## src/rtl/uart_tx_arb_pkg.sv

```systemverilog
// ----------------------------------------------------------------------------
// uart_tx_arb_pkg
//   Shared types and constants for the UART transmit arbiter.
//   - arb_state_t : arbiter FSM states
//   - TAG_BASE    : upper nibble of the per-stream tag byte
//   - bytes_ceil  : number of whole bytes needed to hold w bits
// ----------------------------------------------------------------------------
package uart_tx_arb_pkg;

   typedef enum logic [1:0] {
      IDLE      = 2'd0,
      WAIT_BUSY = 2'd1,
      WAIT_DONE = 2'd2
   } arb_state_t;

   localparam logic [7:0] TAG_BASE = 8'hA0;

   function automatic int bytes_ceil(input int w);
      return (w + 7) / 8;
   endfunction

endpackage

```

## src/rtl/uart_rr_pick.sv

```systemverilog
// ----------------------------------------------------------------------------
// uart_rr_pick
//   Combinational round-robin picker. Returns the first asserted request at
//   or after the priority pointer, wrapping at NUM_REQ.
// Ports
//   req    in   NUM_REQ  request vector
//   ptr    in   ID_W     highest-priority index (0..NUM_REQ-1)
//   grant  out  ID_W     selected index (0 when any=0)
//   any    out  1        at least one request asserted
// ----------------------------------------------------------------------------
module uart_rr_pick #(
   parameter  int NUM_REQ = 4,
   localparam int ID_W    = $clog2(NUM_REQ)
) (
   input  logic [NUM_REQ-1:0] req,
   input  logic [ID_W-1:0]    ptr,
   output logic [ID_W-1:0]    grant,
   output logic               any
);

   always_comb begin
      int idx;
      grant = '0;
      any   = 1'b0;
      for (int k = 0; k < NUM_REQ; k++) begin
         // Explicit wrap so non-power-of-two NUM_REQ works too.
         idx = int'(ptr) + k;
         if (idx >= NUM_REQ) idx = idx - NUM_REQ;
         if (!any && req[idx]) begin
            any   = 1'b1;
            grant = ID_W'(idx);
         end
      end
   end

endmodule

```

## src/rtl/uart_tx_arbiter.sv

```systemverilog
// ----------------------------------------------------------------------------
// uart_tx_arbiter
//   Shares one multi-byte UART sender among NUM_REQ requesters with a
//   round-robin grant. The granted word is zero-padded to whole bytes and
//   prefixed (in the MSB byte, sent last) with tag 8'hA0 | id.
//
// Optional feature macro: UART_TX_ARB_WDOG_EN
//   When defined, a watchdog aborts a frame whose sender does not return to
//   idle within WDOG_CYCLES cycles of the grant (wdog_err pulses, busy drops,
//   pointer kept). When undefined, wdog_err is constant 0.
//
// Ports
//   sys_clk    in   1                   clock
//   sys_rst    in   1                   synchronous active-high reset
//   arb_en     in   1                   0 = no new grants
//   req_valid  in   NUM_REQ             level requests
//   req_data   in   NUM_REQ*SEND_WIDTH  word i at [i*SEND_WIDTH +: SEND_WIDTH]
//   req_ack    out  NUM_REQ             one-cycle capture pulse
//   tx_en      out  1                   one-cycle launch pulse
//   tx_data    out  TX_WIDTH            {tag, zero pad, payload}
//   tx_done    in   1                   sender idle level
//   busy       out  1                   grant until sender idle again
//   cur_id     out  ID_W                id of last grant
//   wdog_err   out  1                   watchdog abort pulse
// ----------------------------------------------------------------------------
module uart_tx_arbiter
   import uart_tx_arb_pkg::*;
#(
   parameter  int NUM_REQ     = 4,
   parameter  int SEND_WIDTH  = 19,
   parameter  int WDOG_CYCLES = 2**24,
   localparam int PAD_W       = bytes_ceil(SEND_WIDTH) * 8,
   localparam int TX_WIDTH    = PAD_W + 8,
   localparam int ID_W        = $clog2(NUM_REQ)
) (
   input  logic                          sys_clk,
   input  logic                          sys_rst,
   input  logic                          arb_en,
   input  logic [NUM_REQ-1:0]            req_valid,
   input  logic [NUM_REQ*SEND_WIDTH-1:0] req_data,
   output logic [NUM_REQ-1:0]            req_ack,
   output logic                          tx_en,
   output logic [TX_WIDTH-1:0]           tx_data,
   input  logic                          tx_done,
   output logic                          busy,
   output logic [ID_W-1:0]               cur_id,
   output logic                          wdog_err
);

   if (NUM_REQ < 2 || NUM_REQ > 16) begin : g_bad_num_req
      $error("uart_tx_arbiter: NUM_REQ must be 2..16");
   end
   if (WDOG_CYCLES < 1) begin : g_bad_wdog
      $error("uart_tx_arbiter: WDOG_CYCLES must be >= 1");
   end

   arb_state_t          state;
   logic [ID_W-1:0]     rr_ptr;
   logic [ID_W-1:0]     pick_idx;
   logic                pick_any;
   logic [SEND_WIDTH-1:0] sel_word;
   logic [ID_W-1:0]     next_ptr;
   logic                wdog_hit;

   uart_rr_pick #(
      .NUM_REQ (NUM_REQ)
   ) u_pick (
      .req   (req_valid),
      .ptr   (rr_ptr),
      .grant (pick_idx),
      .any   (pick_any)
   );

   // Payload mux for the candidate winner; only sampled on the grant edge.
   always_comb begin
      sel_word = '0;
      for (int i = 0; i < NUM_REQ; i++) begin
         if (pick_idx == ID_W'(i)) sel_word = req_data[i*SEND_WIDTH +: SEND_WIDTH];
      end
   end

   assign next_ptr = (pick_idx == ID_W'(NUM_REQ - 1)) ? '0 : pick_idx + 1'b1;

`ifdef UART_TX_ARB_WDOG_EN
   localparam int WDOG_W = $clog2(WDOG_CYCLES + 1);
   logic [WDOG_W-1:0] wdog_cnt;

   // Fires on the WDOG_CYCLES-th edge after the grant edge.
   assign wdog_hit = (state != IDLE) && (wdog_cnt == WDOG_W'(WDOG_CYCLES - 1));

   always_ff @(posedge sys_clk) begin
      if (sys_rst) begin
         wdog_cnt <= '0;
      end else if (state == IDLE) begin
         wdog_cnt <= '0;
      end else begin
         wdog_cnt <= wdog_cnt + 1'b1;
      end
   end
`else
   assign wdog_hit = 1'b0;
`endif

   always_ff @(posedge sys_clk) begin
      if (sys_rst) begin
         state    <= IDLE;
         rr_ptr   <= '0;
         req_ack  <= '0;
         tx_en    <= 1'b0;
         tx_data  <= '0;
         busy     <= 1'b0;
         cur_id   <= '0;
         wdog_err <= 1'b0;
      end else begin
         req_ack  <= '0;
         tx_en    <= 1'b0;
         wdog_err <= 1'b0;
         case (state)
            IDLE: begin
               // tx_done gating also protects against a frame still running
               // in the sender after a reset or watchdog abort.
               if (arb_en && tx_done && pick_any) begin
                  req_ack  <= NUM_REQ'(1) << pick_idx;
                  tx_en    <= 1'b1;
                  tx_data  <= {TAG_BASE | 8'(pick_idx), PAD_W'(sel_word)};
                  cur_id   <= pick_idx;
                  busy     <= 1'b1;
                  rr_ptr   <= next_ptr;
                  state    <= WAIT_BUSY;
               end
            end
            WAIT_BUSY: begin
               if (wdog_hit) begin
                  wdog_err <= 1'b1;
                  busy     <= 1'b0;
                  state    <= IDLE;
               end else if (!tx_done) begin
                  state <= WAIT_DONE;
               end
            end
            WAIT_DONE: begin
               if (wdog_hit) begin
                  wdog_err <= 1'b1;
                  busy     <= 1'b0;
                  state    <= IDLE;
               end else if (tx_done) begin
                  busy  <= 1'b0;
                  state <= IDLE;
               end
            end
            default: begin
               busy  <= 1'b0;
               state <= IDLE;
            end
         endcase
      end
   end

endmodule

```

## config.mk

```make
export PLATFORM = sky130hd
export DESIGN_NAME = uart_tx_arbiter
export DESIGN_NICKNAME = d
export VERILOG_FILES = /design/src/rtl/uart_tx_arb_pkg.sv /design/src/rtl/uart_rr_pick.sv /design/src/rtl/uart_tx_arbiter.sv
export SDC_FILE = /design/constraint.sdc
export NUM_CORES = 1
export LEC_CHECK = 0
export BUFFER_PORTS_ARGS = -buffer_cell sky130_fd_sc_hd__buf_2
export CELL_PAD_IN_SITES_DETAIL_PLACEMENT = 2
export CELL_PAD_IN_SITES_GLOBAL_PLACEMENT = 2
export CORE_UTILIZATION = 22
export DETAILED_ROUTE_END_ITERATION = 10
export PLACE_DENSITY_LB_ADDON = 0.15
export REMOVE_ABC_BUFFERS = 1
export SYNTH_ARGS = -nofsm -noshare
export SYNTH_HDL_FRONTEND = slang
export SYNTH_SLANG_ARGS = --single-unit
```

## constraint.sdc

```tcl
create_clock -name sys_clk -period 2.8 [get_ports sys_clk]
set_input_delay 0.42 -clock sys_clk [delete_from_list [all_inputs] [get_ports sys_clk]]
set_output_delay 0.42 -clock sys_clk [all_outputs]
set_load 0.1 [all_outputs]
```

==> summary.log, run 1 <==
INFO  status         result_of_the_run=finished clean
INFO  floorplan      effective_utilization_at_floorplan=0.226
INFO  setup_path     cp_slowest_stage_delay=0.45ns
INFO  floorplan      design.die.area=0.00931mm²
INFO  floorplan      floorplan.core_area=0.00868mm²
INFO  place          io_buffer_count=114
INFO  place          globalplace.congestion=0.722
INFO  grt            grt_antenna_before_repair=1
INFO  clock_tree     tritoncts=done
INFO  clock_tree     cts_made_buffers=5
INFO  setup_path     crit_chain=mux2i_1, nor2_1, or3_1, inv_1, ha_1, nor2b_4, a221o_1, a221oi_1, nor3_1
INFO  min_path       hold-path-cell-count=2
INFO  timing         final_hold_slack=0.362ns
INFO  timing         rsz0062_at_grt=false
INFO  synth          synth_area_leader_cell=sky130_fd_sc_hd__dfxtp_1
INFO  setup_path     critPathMaxFanout=19
INFO  layout         num-nets-final=422
INFO  timing         timing_worst_slew_pin_value=0.550ns
INFO  route          antenna_left=0
INFO  route          dr.pass1.iters=4
INFO  grt            grtUsageMet1=0.191
INFO  floorplan      row_count=34
INFO  floorplan      die_height=96.5µm
INFO  route          routed-via-count=2,126
INFO  layout         final_layout_size_suffix_gt1_frac=0.421
INFO  synth          number_of_distinct_library_cells_after_synthesis=37
INFO  clock_tree     clock_latency=0.28ns
INFO  min_path       holdCritStartpoint=sys_rst
INFO  min_path       hold-path-endpoint=tx_en
INFO  layout         post-route-cell-area=0.00259mm²
INFO  grt            grt_pass1_vias=2,277
INFO  setup_path     timing.reg2reg.worst_path_depth=9
INFO  setup_path     cpLargestDelayFamily=simple AND/OR/NAND/NOR gates
INFO  setup_path     timing.critical_path.buf_inv=1
INFO  route          average_wire_length_per_cell_after_detail_routing=16.0µm
INFO  min_path       holdCritPathClass=in2reg
INFO  timing         skew=0.00757ns
INFO  synth          synth_top_cells_by_area=sky130_fd_sc_hd__dfxtp_1, sky130_fd_sc_hd__a221o_1, sky130_fd_sc_hd__a221oi_1, sky130_fd_sc_hd__a21oi_1, sky130_fd_sc_hd__buf_4
INFO  power_and_ir_drop powerDensity=588mW/mm²
INFO  clock_tree     clock_tree.htree_level_count=2
INFO  setup_path     path_class=reg2reg
INFO  clock_tree     clockBufferDepth=2
INFO  job            max_cap_violations=0
INFO  route          drc=0
INFO  synth          postSynthCellCount=228
INFO  floorplan      die_w=96.5µm
INFO  timing         finalCritPeriodShare=0.894
INFO  setup_path     cp.required=2.96ns
INFO  route          route.detailed.vias_per_inst=4.79
INFO  layout         areaGrowthSynthToFinish=32.0%
INFO  timing         final_period_minus_worst_setup_slack=2.50ns
INFO  layout         fillCellCount=1,067
INFO  timing         slew_limit_headroom=0.633
INFO  grt            grt_busiest_layer=met2
INFO  synth          synth.cell_area=0.00196mm²
INFO  timing         finalHoldViolCount=0
INFO  power_and_ir_drop irDropWorstVdd=0.000170V
INFO  grt            overflow=0
INFO  place          area_of_placed_instances=0.00249mm²
INFO  setup_path     timing.critical_path.from_type=flop
INFO  synth          synth_top_area_share=0.326
INFO  timing         max_clock_freq=0.400GHz
INFO  grt            grt_start_max_net_pins=30
INFO  grt            use_met2=0.275
INFO  synth          sequential_element_share_of_the_synthesized_area=0.326
INFO  power_and_ir_drop total_leakage_power=1.29nW
INFO  route          drt_iter0_markers=42
INFO  grt            gr-usage-all-layers=0.159
INFO  clock_tree     cts.root.buffer_cell=sky130_fd_sc_hd__clkbuf_8
INFO  synth          synthesis.area_per_instance=8.61µm²
INFO  setup_path     setup.worst_path.end_class=flop
INFO  power_and_ir_drop total_power=1.52mW
INFO  setup_path     reg2reg_slack=0.30ns
INFO  grt            grt_first_pass_wirelength=11,100µm
INFO  route          totalWireLength=7100µm
INFO  clock_tree     tritoncts_num_sinks=32
INFO  place          place_hpwl=5110µm
INFO  layout         finalCoreUtilization=0.299
INFO  grt            gr-usage-met3=0.0540
INFO  timing         number_of_endpoints_failing_setup_at_the_final_stage=0
INFO  timing         slew_viol_final=0
INFO  clock_tree     clkTransAtPathRegs=0.08ns
INFO  setup_path     regToRegEndpoint=tx_data[2]
INFO  floorplan      ios=125
INFO  setup_path     critical_path.reg2reg.startpoint=rr_ptr[1]
INFO  synth          synth-warning-count=0
INFO  setup_path     cp.arrival=2.66ns
INFO  clock_tree     ctsHoldBuffers=0
INFO  synth          yosys_register_bits=32
INFO  setup_path     critical-path-slowest-cell=sky130_fd_sc_hd__dfxtp_1
==> cell type report <==
class | instances | area, µm² | share of cell area
inverters | 22 | 82.6 | 0.0319
repair buffers | 123 | 638 | 0.246
clock inverters | 2 | 10.0 | 0.00386
well taps | 108 | 135 | 0.0521
clock buffers | 6 | 82.6 | 0.0319
diodes | 1 | 2.50 | 0.000966
flip-flops and latches | 32 | 641 | 0.247
multi-input cells | 150 | 1000 | 0.386
==> worst register-to-register path: stages, from the launching register on <==
cell                       delay (ns)
sky130_fd_sc_hd__dfxtp_1         0.45
sky130_fd_sc_hd__mux2i_1         0.22
sky130_fd_sc_hd__nor2_1          0.06
sky130_fd_sc_hd__or3_1           0.44
sky130_fd_sc_hd__inv_1           0.16
sky130_fd_sc_hd__ha_1            0.23
sky130_fd_sc_hd__nor2b_4         0.14
sky130_fd_sc_hd__a221o_1         0.32
sky130_fd_sc_hd__a221oi_1        0.28
sky130_fd_sc_hd__nor3_1          0.08
==> cell families (layout without fill, tap and decap cells) <==
logic type | count (synthesis) | in the layout | synth area share
AO/OA/AOI/OAI | 68 | 68 | 0.270
buffers and inverters | 55 | 153 | 0.188
multiplexers | 1 | 1 | 0.00510
adder cells (fa/ha/maj) | 4 | 4 | 0.0255
other | 1 | 11 | 0.00191
AND/OR/NAND/NOR | 66 | 66 | 0.178
flip-flops | 32 | 32 | 0.326
XOR/XNOR | 1 | 1 | 0.00446
==> sequential cells by signal, indices dropped and copies added, names as in the netlist <==
signal	flops
busy	1
cur_id	1
req_ack	4
rr_ptr	2
state	2
tx_data	21
tx_en	1
==> Yosys cell counts <==
| cell | number |
|---|---|
| sky130_fd_sc_hd__nor4_1 | 1 |
| sky130_fd_sc_hd__buf_4 | 15 |
| sky130_fd_sc_hd__or3_1 | 2 |
| sky130_fd_sc_hd__dfxtp_1 | 32 |
| sky130_fd_sc_hd__a221oi_1 | 17 |
| sky130_fd_sc_hd__xnor2_1 | 1 |
| sky130_fd_sc_hd__nand3b_1 | 3 |
| sky130_fd_sc_hd__a221o_1 | 17 |
| sky130_fd_sc_hd__conb_1 | 1 |
| sky130_fd_sc_hd__o31ai_1 | 1 |
| sky130_fd_sc_hd__buf_6 | 4 |
| sky130_fd_sc_hd__nand2b_1 | 1 |
| sky130_fd_sc_hd__buf_8 | 1 |
| sky130_fd_sc_hd__ha_1 | 4 |
| sky130_fd_sc_hd__a221o_2 | 2 |
| sky130_fd_sc_hd__and3_1 | 1 |
| sky130_fd_sc_hd__nor4_2 | 1 |
| sky130_fd_sc_hd__nor2b_1 | 2 |
| sky130_fd_sc_hd__or4b_1 | 1 |
| sky130_fd_sc_hd__dlygate4sd1_1 | 2 |
| sky130_fd_sc_hd__a21oi_1 | 25 |
| sky130_fd_sc_hd__nor2_1 | 25 |
| sky130_fd_sc_hd__nand2_1 | 5 |
| sky130_fd_sc_hd__clkbuf_1 | 2 |
| sky130_fd_sc_hd__o22ai_1 | 1 |
| sky130_fd_sc_hd__clkbuf_8 | 5 |
| sky130_fd_sc_hd__nor3_1 | 21 |
| sky130_fd_sc_hd__nand2b_4 | 1 |
| sky130_fd_sc_hd__o21a_1 | 1 |
| sky130_fd_sc_hd__nor4_4 | 1 |
| sky130_fd_sc_hd__nand2b_2 | 1 |
| sky130_fd_sc_hd__mux2i_1 | 1 |
| sky130_fd_sc_hd__a211oi_1 | 1 |
| sky130_fd_sc_hd__o21ai_0 | 1 |
| sky130_fd_sc_hd__a221oi_2 | 2 |
| sky130_fd_sc_hd__inv_1 | 22 |
| sky130_fd_sc_hd__buf_2 | 4 |
==> how the worst max path moves through the flow <==
stage,startpoint,end,cells past startpoint,slack (ns)
after floorplan,rr_ptr[1],tx_data[3],9,0.09
after global placement,req_valid[2],tx_data[3],10,0.05
after detailed placement,req_valid[0],tx_data[3],9,-0.02
after CTS,rr_ptr[1],tx_data[3],8,0.09
after global routing,rr_ptr[1],tx_data[2],9,0.006
final,rr_ptr[1],tx_data[2],9,0.30
==> placed cells by master (no fill, tap or decap), drive strengths merged, types with 2 or more instances in the layout <==
cell,n
nor2b,2
nor3,21
a21oi,25
ha,4
or3,2
a221oi,19
clkinv,2
buf,123
nor2,25
nand3b,3
nand2b,3
inv,22
dfxtp,32
conb,10
nor4,3
nand2,5
a221o,19
clkbuf,6
==> power by group <==
part	internal, mW	switching, mW
clock	0.196	0.186
combinational	0.171	0.466
sequential	0.486	0.0178
==> metrics by stage <==
| step | cells | setup TNS [ns] | worst slack, ns |
|---|---|---|---|
| 6_report | 444 | 0 | 0.297 |
| 2_1_floorplan | 204 | 0 | 0.0862 |
| 5_1_grt | 443 | 0 | 0.00636 |
| 4_1_cts | 443 | 0 | 0.0917 |
| 3_5_place_dp | 435 | -0.0407 | -0.0220 |
| 3_3_place_gp | 435 | 0 | 0.0532 |
==> per-layer routing <==
metal / vias to the layer above / routed length (µm)
li1: 1021 / -
met1: 1023 / 3150
met2: 77 / 3340
met3: 5 / 567
met4: 0 / 50
met5: - / 0
==> timing repair <==
item | 4_1_cts | 5_1_grt
endpoints found under the setup margin | 0 | 19
endpoints found under the hold margin | 0 | 0
buffers inserted | 0 | 0
resized for setup | 0 | 1
No activity file was read; power rests on OpenSTA's default activity.
==> run 2, diff against run 1 <==
Settings changed: CORE_UTILIZATION 22 to 23, CTS_BUF_LIST set to sky130_fd_sc_hd__clkbuf_8.
==> summary.log, run 2 (synthesis results as in run 1) <==
INFO  timing         max_clock_freq=0.396GHz [was 0.400 GHz]
INFO  power_and_ir_drop power.clock.fraction=0.244 [was 0.251]
INFO  floorplan      die_w=94.4µm [was 96.5 µm]
INFO  setup_path     reg2reg_slack=0.28ns [was 0.30 ns]
INFO  min_path       hold-path-cell-count=2 [unchanged]
INFO  power_and_ir_drop total_leakage_power=1.28nW [was 1.29 nW]
INFO  power_and_ir_drop pwr-share-seq=0.335 [was 0.331]
INFO  min_path       holdCritPathClass=in2reg [unchanged]
INFO  setup_path     critPathMaxFanout=19 [unchanged]
INFO  timing         finalHoldViolCount=0 [unchanged]
INFO  floorplan      design.die.area=0.00891mm² [was 0.00931 mm²]
INFO  route          drt_iter0_markers=42 [unchanged]
INFO  layout         most_frequent_cells_in_the_layout=sky130_fd_sc_hd__buf_2, sky130_fd_sc_hd__dfxtp_1, sky130_fd_sc_hd__nor2_1, sky130_fd_sc_hd__a21oi_1, sky130_fd_sc_hd__inv_1 [unchanged]
INFO  layout         num-nets-final=421 [was 422]
INFO  grt            gr-usage-all-layers=0.154 [was 0.159]
INFO  grt            overflow=0 [unchanged]
INFO  timing         timing_worst_slew_pin_value=0.635ns [was 0.550 ns]
INFO  power_and_ir_drop total_power=1.50mW [was 1.52 mW]
INFO  clock_tree     clockBufferDepth=2 [unchanged]
INFO  floorplan      row_count=33 [was 34]
INFO  clock_tree     clock_latency=0.28ns [about the same]
INFO  route          route.detailed.vias_per_inst=4.72 [was 4.79]
INFO  layout         largest_register=tx_data [unchanged]
INFO  timing         rsz0062_at_grt=false [unchanged]
INFO  timing         number_of_endpoints_failing_setup_at_the_final_stage=0 [unchanged]
INFO  place          globalplace.congestion=0.701 [was 0.722]
INFO  clock_tree     tritoncts=done [unchanged]
INFO  status         result_of_the_run=finished clean [unchanged]
INFO  setup_path     path_class=reg2reg [unchanged]
INFO  clock_tree     clock_tree.htree_level_count=2 [unchanged]
INFO  power_and_ir_drop p_comb_frac=0.421 [was 0.418]
INFO  job            max_cap_violations=0 [unchanged]
INFO  place          io_buffer_count=114 [unchanged]
INFO  route          routed-via-count=2,070 [was 2,126]
INFO  clock_tree     clkTransAtPathRegs=0.07ns [was 0.08 ns]
INFO  timing         slew_viol_final=0 [unchanged]
INFO  route          dr.pass1.iters=5 [was 4]
INFO  clock_tree     cts.root.buffer_cell=sky130_fd_sc_hd__clkbuf_8 [unchanged]
INFO  setup_path     setup.worst_path.end_class=flop [unchanged]
INFO  clock_tree     cts_made_buffers=5 [unchanged]
INFO  setup_path     timing.reg2reg.worst_path_depth=9 [unchanged]
INFO  grt            grt_first_pass_wirelength=10,400µm [was 11,100 µm]
INFO  setup_path     cp.arrival=2.67ns [was 2.66 ns]
INFO  power_and_ir_drop p_int=0.850mW [was 0.854 mW]
INFO  layout         antenna-diode-count=0 [was 1]
INFO  route          totalWireLength=6770µm [was 7100 µm]
INFO  place          area_of_placed_instances=0.00248mm² [was 0.00249 mm²]
INFO  layout         most_frequent_standard_cell_in_the_layout_excluding_fill_and_tap_cells=sky130_fd_sc_hd__buf_2 [unchanged]
INFO  layout         post-route-cell-area=0.00257mm² [was 0.00259 mm²]
INFO  layout         final_layout_size_suffix_gt1_frac=0.413 [was 0.421]
INFO  layout         areaGrowthSynthToFinish=31.2% [was 32.0%]
INFO  grt            grt_start_max_net_pins=31 [was 30]
INFO  timing         finalCritPeriodShare=0.902 [was 0.894]
INFO  floorplan      ios=125 [unchanged]
INFO  grt            grt_pass1_vias=2,140 [was 2,277]
INFO  layout         layout_top_registers=tx_data (21), req_ack (4) [unchanged]
INFO  clock_tree     tritoncts_num_sinks=32 [unchanged]
INFO  setup_path     cp.required=2.94ns [was 2.96 ns]
INFO  floorplan      effective_utilization_at_floorplan=0.238 [was 0.226]
INFO  power_and_ir_drop powerDensity=584mW/mm² [was 588 mW/mm²]
INFO  timing         skew=0.00293ns [was 0.00757 ns]
INFO  route          antenna_left=0 [unchanged]
INFO  timing         final_period_minus_worst_setup_slack=2.52ns [was 2.50 ns]
INFO  clock_tree     ctsHoldBuffers=0 [unchanged]
INFO  power_and_ir_drop netSwitchingPower=0.653mW [was 0.669 mW]
INFO  timing         slew_limit_headroom=0.577 [was 0.633]
INFO  place          place_hpwl=4920µm [was 5110 µm]
INFO  power_and_ir_drop power_switching_share=0.434 [was 0.439]
INFO  floorplan      die_height=94.4µm [was 96.5 µm]
INFO  setup_path     timing.critical_path.from_type=flop [unchanged]
INFO  layout         largest_reg_flops=21 [unchanged]
INFO  floorplan      floorplan.core_area=0.00826mm² [was 0.00868 mm²]
INFO  power_and_ir_drop irDropWorstVdd=0.000152V [was 0.000170 V]
INFO  route          average_wire_length_per_cell_after_detail_routing=15.4µm [was 16.0 µm]
INFO  grt            grt_antenna_before_repair=0 [was 1]
INFO  clock_tree     cts_repair_resize_count=0 [unchanged]
INFO  clock_tree     post_cts.repair.setup_buffers=0 [unchanged]
INFO  route          drc=0 [unchanged]
## run 2: power by group through the flow
stage / logic (mW) / registers, mW / clock network, mW
after floorplan: 0.248 / 0.728 / 0
after global placement: 0.633 / 0.513 / 0
after detailed placement: 0.637 / 0.515 / 0
after CTS: 0.638 / 0.504 / 0.387
after global routing: 0.673 / 0.508 / 0.411
final: 0.632 / 0.504 / 0.367
## run 2: per-stage QoR
stage	util	setup TNS, ns	std cells	setup slack, ns	hold WS [ns]
after floorplan	-	0	204	0.0862	0.485
after global placement	0.300	0	431	0.0503	0.442
after detailed placement	0.300	-0.0103	431	-0.0103	0.459
after CTS	0.311	0	439	0.0816	0.378
after global routing	0.312	0	439	0.00687	0.380
final	0.312	0	439	0.275	0.389
## run 2: path summary, 6_finish.rpt
check / endpoint / startpoint
max reg2reg: tx_data[15] / rr_ptr[1]
min: state[1] / tx_done
max: tx_data[15] / rr_ptr[1]
min reg2reg: busy / busy
## run 2: layout make-up
class / count / area (µm²)
inverters: 22 / 82.6
fillers: 1014 / 5680
flip-flops and latches: 32 / 641
well taps: 105 / 131
repair buffers: 122 / 631
clock buffers: 6 / 82.6
multi-input cells: 150 / 1000
clock inverters: 2 / 7.51
## run 2: critical path, cell delays in order (launching register included)
cell and delay [ns]:
sky130_fd_sc_hd__dfxtp_1 0.44, sky130_fd_sc_hd__mux2i_1 0.23, sky130_fd_sc_hd__nor2_1 0.06, sky130_fd_sc_hd__or3_1 0.43
sky130_fd_sc_hd__inv_1 0.16, sky130_fd_sc_hd__ha_1 0.23, sky130_fd_sc_hd__nor2b_4 0.13, sky130_fd_sc_hd__a221o_1 0.31
sky130_fd_sc_hd__a221oi_1 0.31, sky130_fd_sc_hd__nor3_1 0.09
## run 2: metal layers
metal  up-vias  GRT usage  share of wire  routed length (µm)
met1       969      0.180           0.43                2940
met3         4     0.0475          0.075                 508
li1       1017          -              -                   -
met5         -          0              0                   0
met2        80      0.268           0.48                3270
met4         0     0.0462         0.0069                  47
